--- config.mk ---
export PLATFORM = sky130hd
export DESIGN_NAME = vga_scan_driver_flat
export DESIGN_NICKNAME = d
export VERILOG_FILES = /design/src/rtl/vga_pkg.sv /design/src/rtl/vga_scan_driver_if.sv /design/src/rtl/vga_pixel_divider.sv /design/src/rtl/vga_scan_driver.sv /design/src/flat_wrapper.sv
export SDC_FILE = /design/constraint.sdc
export NUM_CORES = 1
export LEC_CHECK = 0
export CELL_PAD_IN_SITES_DETAIL_PLACEMENT = 0
export CELL_PAD_IN_SITES_GLOBAL_PLACEMENT = 1
export CORE_MARGIN = 3
export CORE_UTILIZATION = 36
export CTS_CLUSTER_DIAMETER = 30
export DETAILED_ROUTE_END_ITERATION = 12
export GPL_TIMING_DRIVEN = 0
export HOLD_SLACK_MARGIN = 0.06
export PLACE_DENSITY = 0.85
export REMOVE_ABC_BUFFERS = 1
export SKIP_LAST_GASP = 1
export SLEW_MARGIN = 15
export SYNTH_ARGS = -nofsm -noshare
export SYNTH_HDL_FRONTEND = slang
export SYNTH_SLANG_ARGS = --single-unit
--- constraint.sdc ---
create_clock -name clk -period 2.3 [get_ports clk]
set_input_delay 0.345 -clock clk [delete_from_list [all_inputs] [get_ports clk]]
set_output_delay 0.345 -clock clk [all_outputs]
set_load 0.01 [all_outputs]
--- src/rtl/vga_pkg.sv ---
// Shared VGA timing constants and colour types for the scan driver and every renderer.
// The defaults describe 640x480@60 with a 25 MHz pixel clock.
package vga_pkg;

   localparam int VGA_H_VISIBLE = 640;
   localparam int VGA_H_FP      = 16;
   localparam int VGA_H_SYNC    = 96;
   localparam int VGA_H_BP      = 48;
   localparam int VGA_H_TOTAL   = VGA_H_VISIBLE + VGA_H_FP + VGA_H_SYNC + VGA_H_BP;

   localparam int VGA_V_VISIBLE = 480;
   localparam int VGA_V_FP      = 10;
   localparam int VGA_V_SYNC    = 2;
   localparam int VGA_V_BP      = 33;
   localparam int VGA_V_TOTAL   = VGA_V_VISIBLE + VGA_V_FP + VGA_V_SYNC + VGA_V_BP;

   localparam int COLOR_W = 12;
   localparam int CNT_W   = 10;
   localparam int CX_W    = 10;
   localparam int CY_W    = 9;

   typedef struct packed {
      logic [3:0] r;
      logic [3:0] g;
      logic [3:0] b;
   } rgb_t;

   // True when val lies in the half-open window [lo, lo+len).
   function automatic logic in_window(input logic [CNT_W-1:0] val, input int lo, input int len);
      return (int'(val) >= lo) && (int'(val) < lo + len);
   endfunction

endpackage

--- src/rtl/vga_scan_driver_if.sv ---
// Scan bus between the VGA driver (master) and renderers / display pins (slave).
// The driver publishes scan coordinates and strobes and returns the captured colour to the DAC.
interface vga_scan_driver_if;
   import vga_pkg::*;

   logic [COLOR_W-1:0] pixel_color;
   logic [CX_W-1:0]    cx;
   logic [CY_W-1:0]    cy;
   logic               video_on;
   logic               pixel_tick;
   logic               frame_start;
   logic               vblank_start;
   logic [3:0]         vga_r;
   logic [3:0]         vga_g;
   logic [3:0]         vga_b;
   logic               vga_hs;
   logic               vga_vs;

   modport master (
      input  pixel_color,
      output cx, cy, video_on, pixel_tick, frame_start, vblank_start,
      output vga_r, vga_g, vga_b, vga_hs, vga_vs
   );

   modport slave (
      output pixel_color,
      input  cx, cy, video_on, pixel_tick, frame_start, vblank_start,
      input  vga_r, vga_g, vga_b, vga_hs, vga_vs
   );

endinterface

--- src/rtl/vga_pixel_divider.sv ---
// Divides the system clock down to the pixel rate: a free-running 0..CLK_DIV-1 counter
// whose terminal count is the one-clk pixel_tick strobe.
module vga_pixel_divider #(
   parameter int CLK_DIV = 4
) (
   input  logic clk,
   input  logic rst_n,
   output logic pixel_tick
);

   localparam int DIV_W = $clog2(CLK_DIV);
   localparam logic [DIV_W-1:0] DIV_LAST = DIV_W'(CLK_DIV - 1);

   logic [DIV_W-1:0] div;

   // NOTE: state registers use non-blocking assignments so every flop samples pre-edge values.
   always_ff @(posedge clk or negedge rst_n) begin
      if (!rst_n) begin
         div <= '0;
      end else if (div == DIV_LAST) begin
         div <= '0;
      end else begin
         div <= div + 1'b1;
      end
   end

   assign pixel_tick = (div == DIV_LAST);

endmodule

--- src/rtl/vga_scan_driver.sv ---
// VGA scan driver: h/v raster counters, scan coordinates for renderers, colour capture
// into the DAC registers, and syncs delayed one pixel so they line up with the colour.
module vga_scan_driver
   import vga_pkg::*;
#(
   parameter int CLK_DIV   = 4,
   parameter int H_VISIBLE = VGA_H_VISIBLE,
   parameter int H_FP      = VGA_H_FP,
   parameter int H_SYNC    = VGA_H_SYNC,
   parameter int H_BP      = VGA_H_BP,
   parameter int V_VISIBLE = VGA_V_VISIBLE,
   parameter int V_FP      = VGA_V_FP,
   parameter int V_SYNC    = VGA_V_SYNC,
   parameter int V_BP      = VGA_V_BP
) (
   input  logic               clk,
   input  logic               rst_n,
   vga_scan_driver_if.master  bus
);

   localparam int H_TOTAL = H_VISIBLE + H_FP + H_SYNC + H_BP;
   localparam int V_TOTAL = V_VISIBLE + V_FP + V_SYNC + V_BP;

   localparam logic [CNT_W-1:0] H_LAST     = CNT_W'(H_TOTAL - 1);
   localparam logic [CNT_W-1:0] V_LAST     = CNT_W'(V_TOTAL - 1);
   localparam logic [CNT_W-1:0] V_VIS_LAST = CNT_W'(V_VISIBLE - 1);

   logic             pixel_tick;

   logic [CNT_W-1:0] h;
   logic [CNT_W-1:0] v;
   logic [CNT_W-1:0] h_next;
   logic [CNT_W-1:0] v_next;
   logic             h_wrap;
   logic             v_wrap;
   logic             next_visible;
   logic             raw_hs;
   logic             raw_vs;

   logic [CX_W-1:0]  cx_q;
   logic [CY_W-1:0]  cy_q;
   logic             video_on_q;
   rgb_t             rgb_q;
   logic             hs_q;
   logic             vs_q;

   vga_pixel_divider #(
      .CLK_DIV    (CLK_DIV)
   ) u_pixel_divider (
      .clk        (clk),
      .rst_n      (rst_n),
      .pixel_tick (pixel_tick)
   );

   // NOTE: every signal written here gets a default first, so no path can infer a latch.
   always_comb begin
      h_wrap = (h == H_LAST);
      v_wrap = h_wrap && (v == V_LAST);
      h_next = h_wrap ? '0 : h + 1'b1;
      v_next = v;
      if (h_wrap) begin
         v_next = v_wrap ? '0 : v + 1'b1;
      end
      next_visible = (int'(h_next) < H_VISIBLE) && (int'(v_next) < V_VISIBLE);
      raw_hs = !in_window(h, H_VISIBLE + H_FP, H_SYNC);
      raw_vs = !in_window(v, V_VISIBLE + V_FP, V_SYNC);
   end

   // Coordinates track the position being entered; colour and syncs capture the one being left.
   always_ff @(posedge clk or negedge rst_n) begin
      if (!rst_n) begin
         h          <= '0;
         v          <= '0;
         cx_q       <= '0;
         cy_q       <= '0;
         video_on_q <= 1'b0;
         rgb_q      <= '0;
         hs_q       <= 1'b1;
         vs_q       <= 1'b1;
      end else if (pixel_tick) begin
         h          <= h_next;
         v          <= v_next;
         video_on_q <= next_visible;
         cx_q       <= next_visible ? h_next : '0;
         cy_q       <= next_visible ? v_next[CY_W-1:0] : '0;
         rgb_q      <= video_on_q ? rgb_t'(bus.pixel_color) : '0;
         hs_q       <= raw_hs;
         vs_q       <= raw_vs;
      end
   end

   assign bus.pixel_tick   = pixel_tick;
   assign bus.cx           = cx_q;
   assign bus.cy           = cy_q;
   assign bus.video_on     = video_on_q;
   assign bus.vga_r        = rgb_q.r;
   assign bus.vga_g        = rgb_q.g;
   assign bus.vga_b        = rgb_q.b;
   assign bus.vga_hs       = hs_q;
   assign bus.vga_vs       = vs_q;
   assign bus.frame_start  = pixel_tick && v_wrap;
   assign bus.vblank_start = pixel_tick && h_wrap && (v == V_VIS_LAST);

endmodule
--- src/flat_wrapper.sv ---
// flat-port wrapper written by rule: the top's interface ports become plain ports
module vga_scan_driver_flat import vga_pkg::*;
#(
   parameter int CLK_DIV   = 4,
   parameter int H_VISIBLE = VGA_H_VISIBLE,
   parameter int H_FP      = VGA_H_FP,
   parameter int H_SYNC    = VGA_H_SYNC,
   parameter int H_BP      = VGA_H_BP,
   parameter int V_VISIBLE = VGA_V_VISIBLE,
   parameter int V_FP      = VGA_V_FP,
   parameter int V_SYNC    = VGA_V_SYNC,
   parameter int V_BP      = VGA_V_BP
)
  (clk, rst_n, bus_pixel_color, bus_cx, bus_cy, bus_video_on, bus_pixel_tick, bus_frame_start, bus_vblank_start, bus_vga_r, bus_vga_g, bus_vga_b, bus_vga_hs, bus_vga_vs);
  vga_scan_driver_if bus_i ();
  input  logic clk;
  input  logic rst_n;
  input wire logic [$bits(bus_i.pixel_color)-1:0] bus_pixel_color;
  output wire logic [$bits(bus_i.cx)-1:0] bus_cx;
  output wire logic [$bits(bus_i.cy)-1:0] bus_cy;
  output wire logic [$bits(bus_i.video_on)-1:0] bus_video_on;
  output wire logic [$bits(bus_i.pixel_tick)-1:0] bus_pixel_tick;
  output wire logic [$bits(bus_i.frame_start)-1:0] bus_frame_start;
  output wire logic [$bits(bus_i.vblank_start)-1:0] bus_vblank_start;
  output wire logic [$bits(bus_i.vga_r)-1:0] bus_vga_r;
  output wire logic [$bits(bus_i.vga_g)-1:0] bus_vga_g;
  output wire logic [$bits(bus_i.vga_b)-1:0] bus_vga_b;
  output wire logic [$bits(bus_i.vga_hs)-1:0] bus_vga_hs;
  output wire logic [$bits(bus_i.vga_vs)-1:0] bus_vga_vs;
  assign bus_i.pixel_color = bus_pixel_color;
  assign bus_cx = bus_i.cx;
  assign bus_cy = bus_i.cy;
  assign bus_video_on = bus_i.video_on;
  assign bus_pixel_tick = bus_i.pixel_tick;
  assign bus_frame_start = bus_i.frame_start;
  assign bus_vblank_start = bus_i.vblank_start;
  assign bus_vga_r = bus_i.vga_r;
  assign bus_vga_g = bus_i.vga_g;
  assign bus_vga_b = bus_i.vga_b;
  assign bus_vga_hs = bus_i.vga_hs;
  assign bus_vga_vs = bus_i.vga_vs;
  vga_scan_driver #(.CLK_DIV(CLK_DIV), .H_VISIBLE(H_VISIBLE), .H_FP(H_FP), .H_SYNC(H_SYNC), .H_BP(H_BP), .V_VISIBLE(V_VISIBLE), .V_FP(V_FP), .V_SYNC(V_SYNC), .V_BP(V_BP)) u_core (.clk(clk), .rst_n(rst_n), .bus(bus_i));
endmodule
==> reports/qor.yml, run 1 <==
synthesis:
  synth_ff_type: "dfrtp_1"
  synth_common_cells: "dfrtp_1, inv_1, nand2_1"
  synth_top_area_share_pct: 47.7
  synth_seq_area_share_pct: 49.6
  synthTopCellsByArea: "dfrtp_1, xnor2_1, o21ai_0"
  synthArstFlopShare_pct: 100
  synth_area_um2: 2830
  synth_cells: 294
  ys_ff_latch: 56
  synth_cell_types: 47
  synth.most_common_cell: "dfrtp_1"
  synth_edf_count: 0
  ys_warn_count: 0
  yosys.area.top_type: "dfrtp_1"
  syn_avg_cell_area_um2: 9.63
placement:
  dp_hpwl_mm: 4.11
  gp_congestion: 0.841
  portBuffers: 50
  dp_cells: 422
sta:
  fin_crit_ns: 2.42
  rsz0062_at_grt: "yes"
  hold_violations: 0
  slew_viol_final: 0
  worst_slack_ns: -0.118
  hold_ws_ns: 0.0593
  worst_pin_slew_ns: 0.895
  finalSetupViolCount: 19
  finalCritPeriodShare_pct: 105
  slew_headroom_pct: 40.3
  fmax_mhz: 414
  fin_skew_ns: 0.00971
floorplan:
  io_pins: 51
  die_h_um: 94.7
  die_x_um: 94.7
  coreArea_um2: 7450
  initial_core_util_pct: 38.0
  row_count: 31
  dieArea_um2: 8960
power:
  power_frac_seq_pct: 60.1
  p_int_mw: 1.26
  power_frac_clock_pct: 35.4
  switchingPower_mw: 0.404
  vdd_ir_drop_max_mv: 0.226
  p_sw_share_pct: 24.3
  p_total_mw: 1.66
  power.density_nw_per_um2: 419
  p_leak_nw: 1.60
  p_comb_share_pct: 4.5
detailed_routing:
  routed_wl_mm: 7.17
  avgViaCountPerCell: 5.21
  initialDrtViolationCount: 96
  avgRoutedWirePerCell_um: 15.6
  antenna_left: 0
  drtPass1Iterations: 4
  vias: 2393
  drc: 0
hold_path:
  min_path_type: "in -> async"
clock_tree:
  cts.sinks: 56
  cts_max_level: 2
  clk_pin_slew_worst_paths_ns: 0.11
  numCtsBuffers: 5
  root_buffer: "clkbuf_8"
  hold_buffers: 0
  clk-insertion-delay-late_ns: 0.33
  cts.path.max_buffers: 2
  tritoncts: "yes"
global_route:
  antenna_found_initial: 0
  grt.overflow.total: 0
  grt_max_degree: 57
  grt_usage_pct: 16.8
  grt_pass1_wl_mm: 11.7
  grt_pass1_vias: 2347
finish:
  n_antenna_cell: 0
  multi_input_area_um2: 1500
  area_delta_synth_final_pct: 40.4
  ff_latch_area_um2: 1410
  stdcell_count: 459
  drive_above_1_share_pct: 22.5
  nets: 378
  fill_cells: 703
run:
  maxCapViolations: 0
critical_path:
  crit_required_ns: 2.52
  critPathCaptureType: "flop"
  critPathMaxFanout: 5
  crit_type: "reg -> reg"
  critPathLaunchType: "flop"
  worstPathArrival_ns: 2.64
status:
  outcome: "finished, violations left"
  violations: "negative setup slack"
==> layout make-up <==
class	instances	share of cell area [%]
well taps	99	3.12
clock buffers	5	1.73
flip-flops and latches	56	35.5
multi-input cells	190	37.7
inverters	29	2.74
clock inverters	3	0.693
repair buffers	77	18.5
==> timing repair <==
item | 4_1_cts | 5_1_grt
pin swaps | 21 | 9
setup endpoints to repair | 28 | 27
setup buffers | 13 | 13
gates resized for setup | 41 | 12
gates cloned | 3 | 0
==> critical path, cell delays in order, from the launching register on <==
cell and delay, ns:
dfrtp_2 0.42, or4b_4 0.61, nor4_2 0.32, xnor2_1 0.20, o211ai_1 0.14, buf_4 0.19, buf_12 0.13, o221ai_4 0.05
buf_4 0.19, o2bb2ai_2 0.06
==> power by group through the flow <==
stage | combinational [mW] | clock (mW) | sequential [mW]
6_report | 0.0752 | 0.588 | 1.00
5_1_grt | 0.0831 | 0.654 | 1.00
4_1_cts | 0.0779 | 0.603 | 1.00
3_5_place_dp | 0.0780 | 0 | 1.02
3_3_place_gp | 0.0773 | 0 | 1.02
2_1_floorplan | 0.00670 | 0 | 1.02
==> per-layer routing <==
metal	vias up	track usage [%]	routed length, um
met5	-	0	0
met4	0	5.41	87
met3	8	3.03	296
met2	59	27.4	3620
met1	1165	22.7	3170
li1	1161	-	-
==> cells in the final DEF, fill, tap and decap left out, types with 2 or more instances in the layout <==
master / synthesis / layout
nand2_1: 28 / 28
nor3_1: 7 / 7
ha_4: 0 / 2
xor2_1: 6 / 6
o221ai_4: 0 / 4
dfrtp_1: 54 / 50
and2_4: 0 / 2
inv_1: 29 / 29
buf_12: 0 / 2
buf_4: 1 / 22
nor4_2: 0 / 2
nand3_1: 24 / 24
o32ai_2: 3 / 6
nor2_1: 12 / 12
o21ai_0: 25 / 25
o2bb2ai_1: 13 / 4
nand2b_1: 4 / 3
ha_1: 5 / 3
xnor2_1: 16 / 14
buf_6: 2 / 5
o2bb2ai_2: 0 / 9
dfrtp_2: 0 / 4
dfstp_2: 2 / 2
nand4_1: 7 / 7
clkbuf_8: 0 / 5
clkdlybuf4s50_1: 0 / 47
a21oi_1: 3 / 3
==> flip-flops by register name (all words and copies together), names as in the netlist <==
register and flops:
u_core.bus.cx 10, u_core.bus.cy 9, u_core.bus.vga_b 4, u_core.bus.vga_g 4
u_core.bus.vga_hs 1, u_core.bus.vga_r 4, u_core.bus.vga_vs 1, u_core.bus.video_on 1
u_core.h 10, u_core.u_pixel_divider.div 2, u_core.v 10
==> final timing paths <==
path                                                    start                             to  slack [ns]  cells after the start
worst max-delay path                              u_core.h[7]               u_core.bus.cy[3]       -0.12                      9
worst min-delay path                                    rst_n               u_core.bus.cy[5]        0.06                      1
worst max register to register                    u_core.h[7]               u_core.bus.cy[3]       -0.12                      9
worst min register to register  u_core.u_pixel_divider.div[0]  u_core.u_pixel_divider.div[0]        0.49                      1
max in group asynchronous                               rst_n                    u_core.h[4]        1.74                      1
min in group clk                u_core.u_pixel_divider.div[0]  u_core.u_pixel_divider.div[0]        0.49                      1
==> kinds of logic after synthesis <==
| family | after synthesis | share of synthesized area (%) |
|---|---|---|
| AOI/OAI and AO/OA | 59 | 15.0 |
| xor gates and xnor gates | 22 | 6.81 |
| adders and majority gates | 5 | 2.21 |
| buffers and inverters | 51 | 7.52 |
| DFF | 56 | 49.6 |
| muxes | 1 | 0.354 |
| and+or+nand+nor | 100 | 18.5 |
==> metrics by stage <==
stage	utilization (%)	instance area [um2]	setup WS (ns)	setup TNS (ns)
final	53.4	3970	-0.118	-1.10
after global placement	45.0	3350	-1.51	-86.45
after global routing	53.4	3970	-0.225	-3.52
after CTS	50.9	3790	-0.135	-2.43
after floorplan	-	2730	-0.341	-6.96
after detailed placement	45.3	3370	-0.820	-17.88
(Power assumes the default switching activity.)
==> inputs of run 2 (changes only) <==
--- a/config.mk
+++ b/config.mk
@@ -8,12 +8,14 @@
 export CELL_PAD_IN_SITES_DETAIL_PLACEMENT = 0
 export CELL_PAD_IN_SITES_GLOBAL_PLACEMENT = 1
 export CORE_MARGIN = 3
-export CORE_UTILIZATION = 36
+export CORE_UTILIZATION = 37
+export CTS_BUF_LIST = sky130_fd_sc_hd__clkbuf_4 sky130_fd_sc_hd__clkbuf_8
 export CTS_CLUSTER_DIAMETER = 30
 export DETAILED_ROUTE_END_ITERATION = 12
 export GPL_TIMING_DRIVEN = 0
 export HOLD_SLACK_MARGIN = 0.06
-export PLACE_DENSITY = 0.85
+export MAX_ROUTING_LAYER = met4
+export PLACE_DENSITY = 0.87
 export REMOVE_ABC_BUFFERS = 1
 export SKIP_LAST_GASP = 1
 export SLEW_MARGIN = 15
==> reports/qor.yml, run 2 (synthesis gave the netlist of run 1 again) <==
sta:
  rsz0062_at_grt: "yes"
  fmax_mhz: 422
  finalSetupViolCount: 14
  worst_slack_ns: -0.0677
  finalCritPeriodShare_pct: 103
  fin_tns_setup_ns: -0.508
  fin_skew_ns: 0.00857
  hold_violations: 0
  worst_pin_slew_ns: 0.831
  fin_crit_ns: 2.37
  slew_viol_final: 0
  slew_headroom_pct: 44.6
clock_tree:
  clk_pin_slew_worst_paths_ns: 0.10
  cts.path.max_buffers: 2
  hold_buffers: 0
  root_buffer: "clkbuf_8"
  numCtsBuffers: 5
  clk-insertion-delay-late_ns: 0.31
  cts_max_level: 2
  tritoncts: "yes"
  cts.sinks: 56
critical_path:
  r2r_setup_slack_ns: -0.07
  critPathMaxFanout: 7
  critPathCaptureType: "flop"
  r2r_cells: 7
  reg2reg_to: "u_core.bus.cx[2]"
  timing.rr.start: "u_core.h[6]"
  worstPathArrival_ns: 2.58
  critPathLaunchType: "flop"
  crit_required_ns: 2.51
  crit_type: "reg -> reg"
finish:
  area_delta_synth_final_pct: 35.1
  n_antenna_cell: 0
  layout_commonest_cell: "dfrtp_1"
  drive_above_1_share_pct: 18.5
  fill_cells: 650
  nets: 364
  final_util_pct: 52.1
  multi_input_area_um2: 1410
  ff_latch_area_um2: 1410
  design_area_um2: 3820
  mostFrequentLayoutCells: "dfrtp_1, clkdlybuf4s50_1, inv_1"
global_route:
  antenna_found_initial: 0
  grt.overflow.total: 0
  grt_pass1_wl_mm: 11.0
  grt_pass1_vias: 2332
  grt_usage_pct: 16.0
  grt_max_degree: 57
detailed_routing:
  drtPass1Iterations: 4
  vias: 2308
  avgViaCountPerCell: 5.19
  drc: 0
  antenna_left: 0
  routed_wl_mm: 6.65
  initialDrtViolationCount: 79
  avgRoutedWirePerCell_um: 15.0
placement:
  dp_hpwl_mm: 4.10
  portBuffers: 50
  gp_congestion: 0.851
  place_area_um2: 3370
status:
  violations: "negative setup slack"
  outcome: "finished, violations left"
floorplan:
  dieArea_um2: 8730
  initial_core_util_pct: 38.6
  die_h_um: 93.5
  io_pins: 51
  row_count: 31
  die_x_um: 93.5
  coreArea_um2: 7330
power:
  p_leak_nw: 1.56
  power.density_nw_per_um2: 483
  vdd_ir_drop_max_mv: 0.318
  p_total_mw: 1.85
hold_path:
  min_path_type: "in -> async"
run:
  maxCapViolations: 0
[run 2: changes by cell type in the layout (fill, tap and decap cells not counted), moves of 4 or more]
cell	before	now
buf_6	5	1
buf_4	22	14
o2bb2ai_1	4	9
o2bb2ai_2	9	3
[run 2: power breakdown]
| part | switching, mW | total, mW | internal (mW) |
|---|---|---|---|
| Sequential | 0.00561 | 1.00 | 0.995 |
| Combinational | 0.0358 | 0.0758 | 0.0400 |
| Clock | 0.331 | 0.769 | 0.438 |
[run 2: how the worst max path moves through the flow]
| stage | start | endpoint | slack, ns | cells after the start |
|---|---|---|---|---|
| after floorplan | u_core.h[7] | u_core.bus.cy[0] | -0.34 | 6 |
| after global placement | u_core.u_pixel_divider.div[0] | bus_vblank_start | -1.48 | 4 |
| after detailed placement | u_core.h[7] | u_core.bus.cy[8] | -0.79 | 6 |
| after CTS | u_core.h[7] | u_core.bus.cy[4] | -0.07 | 8 |
| after global routing | u_core.h[6] | u_core.bus.cx[2] | -0.17 | 7 |
| final | u_core.h[6] | u_core.bus.cx[2] | -0.07 | 7 |
[run 2: cell type report]
| class | instances | share of cell area (%) |
|---|---|---|
| tap | 99 | 3.24 |
| inverter | 29 | 2.85 |
| timing repair buffer | 65 | 16.5 |
| clock buffer | 5 | 1.80 |
| sequential | 56 | 36.8 |
| multi-input combinational | 188 | 37.0 |
| clock inverter | 3 | 1.80 |
[run 2: what timing repair did]
action                                  4_1_cts  5_1_grt
gates cloned                                  1        0
buffers inserted                             12        2
endpoints found under the setup margin       27       25
pin swaps                                    17        6
gates resized for setup                      29       16
endpoints found under the hold margin         0        0
[run 2: metal layers]
metal / vias to the layer above / global-route usage, % / share of wire (%)
met5: - / - / 0
met4: 0 / 4.52 / 0.86
met3: 7 / 2.49 / 3.6
met2: 53 / 25.8 / 49
met1: 1132 / 21.0 / 46
li1: 1116 / - / -
[run 2: metrics by stage]
step | hold slack (ns) | setup WS (ns) | cells
6_report | 0.0584 | -0.0677 | 445
5_1_grt | 0.123 | -0.166 | 445
4_1_cts | 0.0974 | -0.0699 | 443
3_5_place_dp | 0.425 | -0.788 | 422
3_3_place_gp | 0.414 | -1.48 | 421
2_1_floorplan | 0.0494 | -0.341 | 272
[run 2: worst max-delay path, stage by stage, from the launching register on]
cell and delay, ns:
dfrtp_2 0.42, or4b_4 0.61, nor4_4 0.18, and3b_2 0.26, xnor2_2 0.12, o221ai_4 0.42, buf_12 0.18, o2bb2ai_4 0.05
==> inputs of run 3 (changes only) <==
--- a/config.mk
+++ b/config.mk
@@ -5,6 +5,7 @@
 export SDC_FILE = /design/constraint.sdc
 export NUM_CORES = 1
 export LEC_CHECK = 0
+export ABC_CLOCK_PERIOD_IN_PS = 2300
 export CELL_PAD_IN_SITES_DETAIL_PLACEMENT = 0
 export CELL_PAD_IN_SITES_GLOBAL_PLACEMENT = 1
 export CORE_MARGIN = 3
==> results of run 3 <==
Final layout, timing and power as in run 2 (identical DEF).
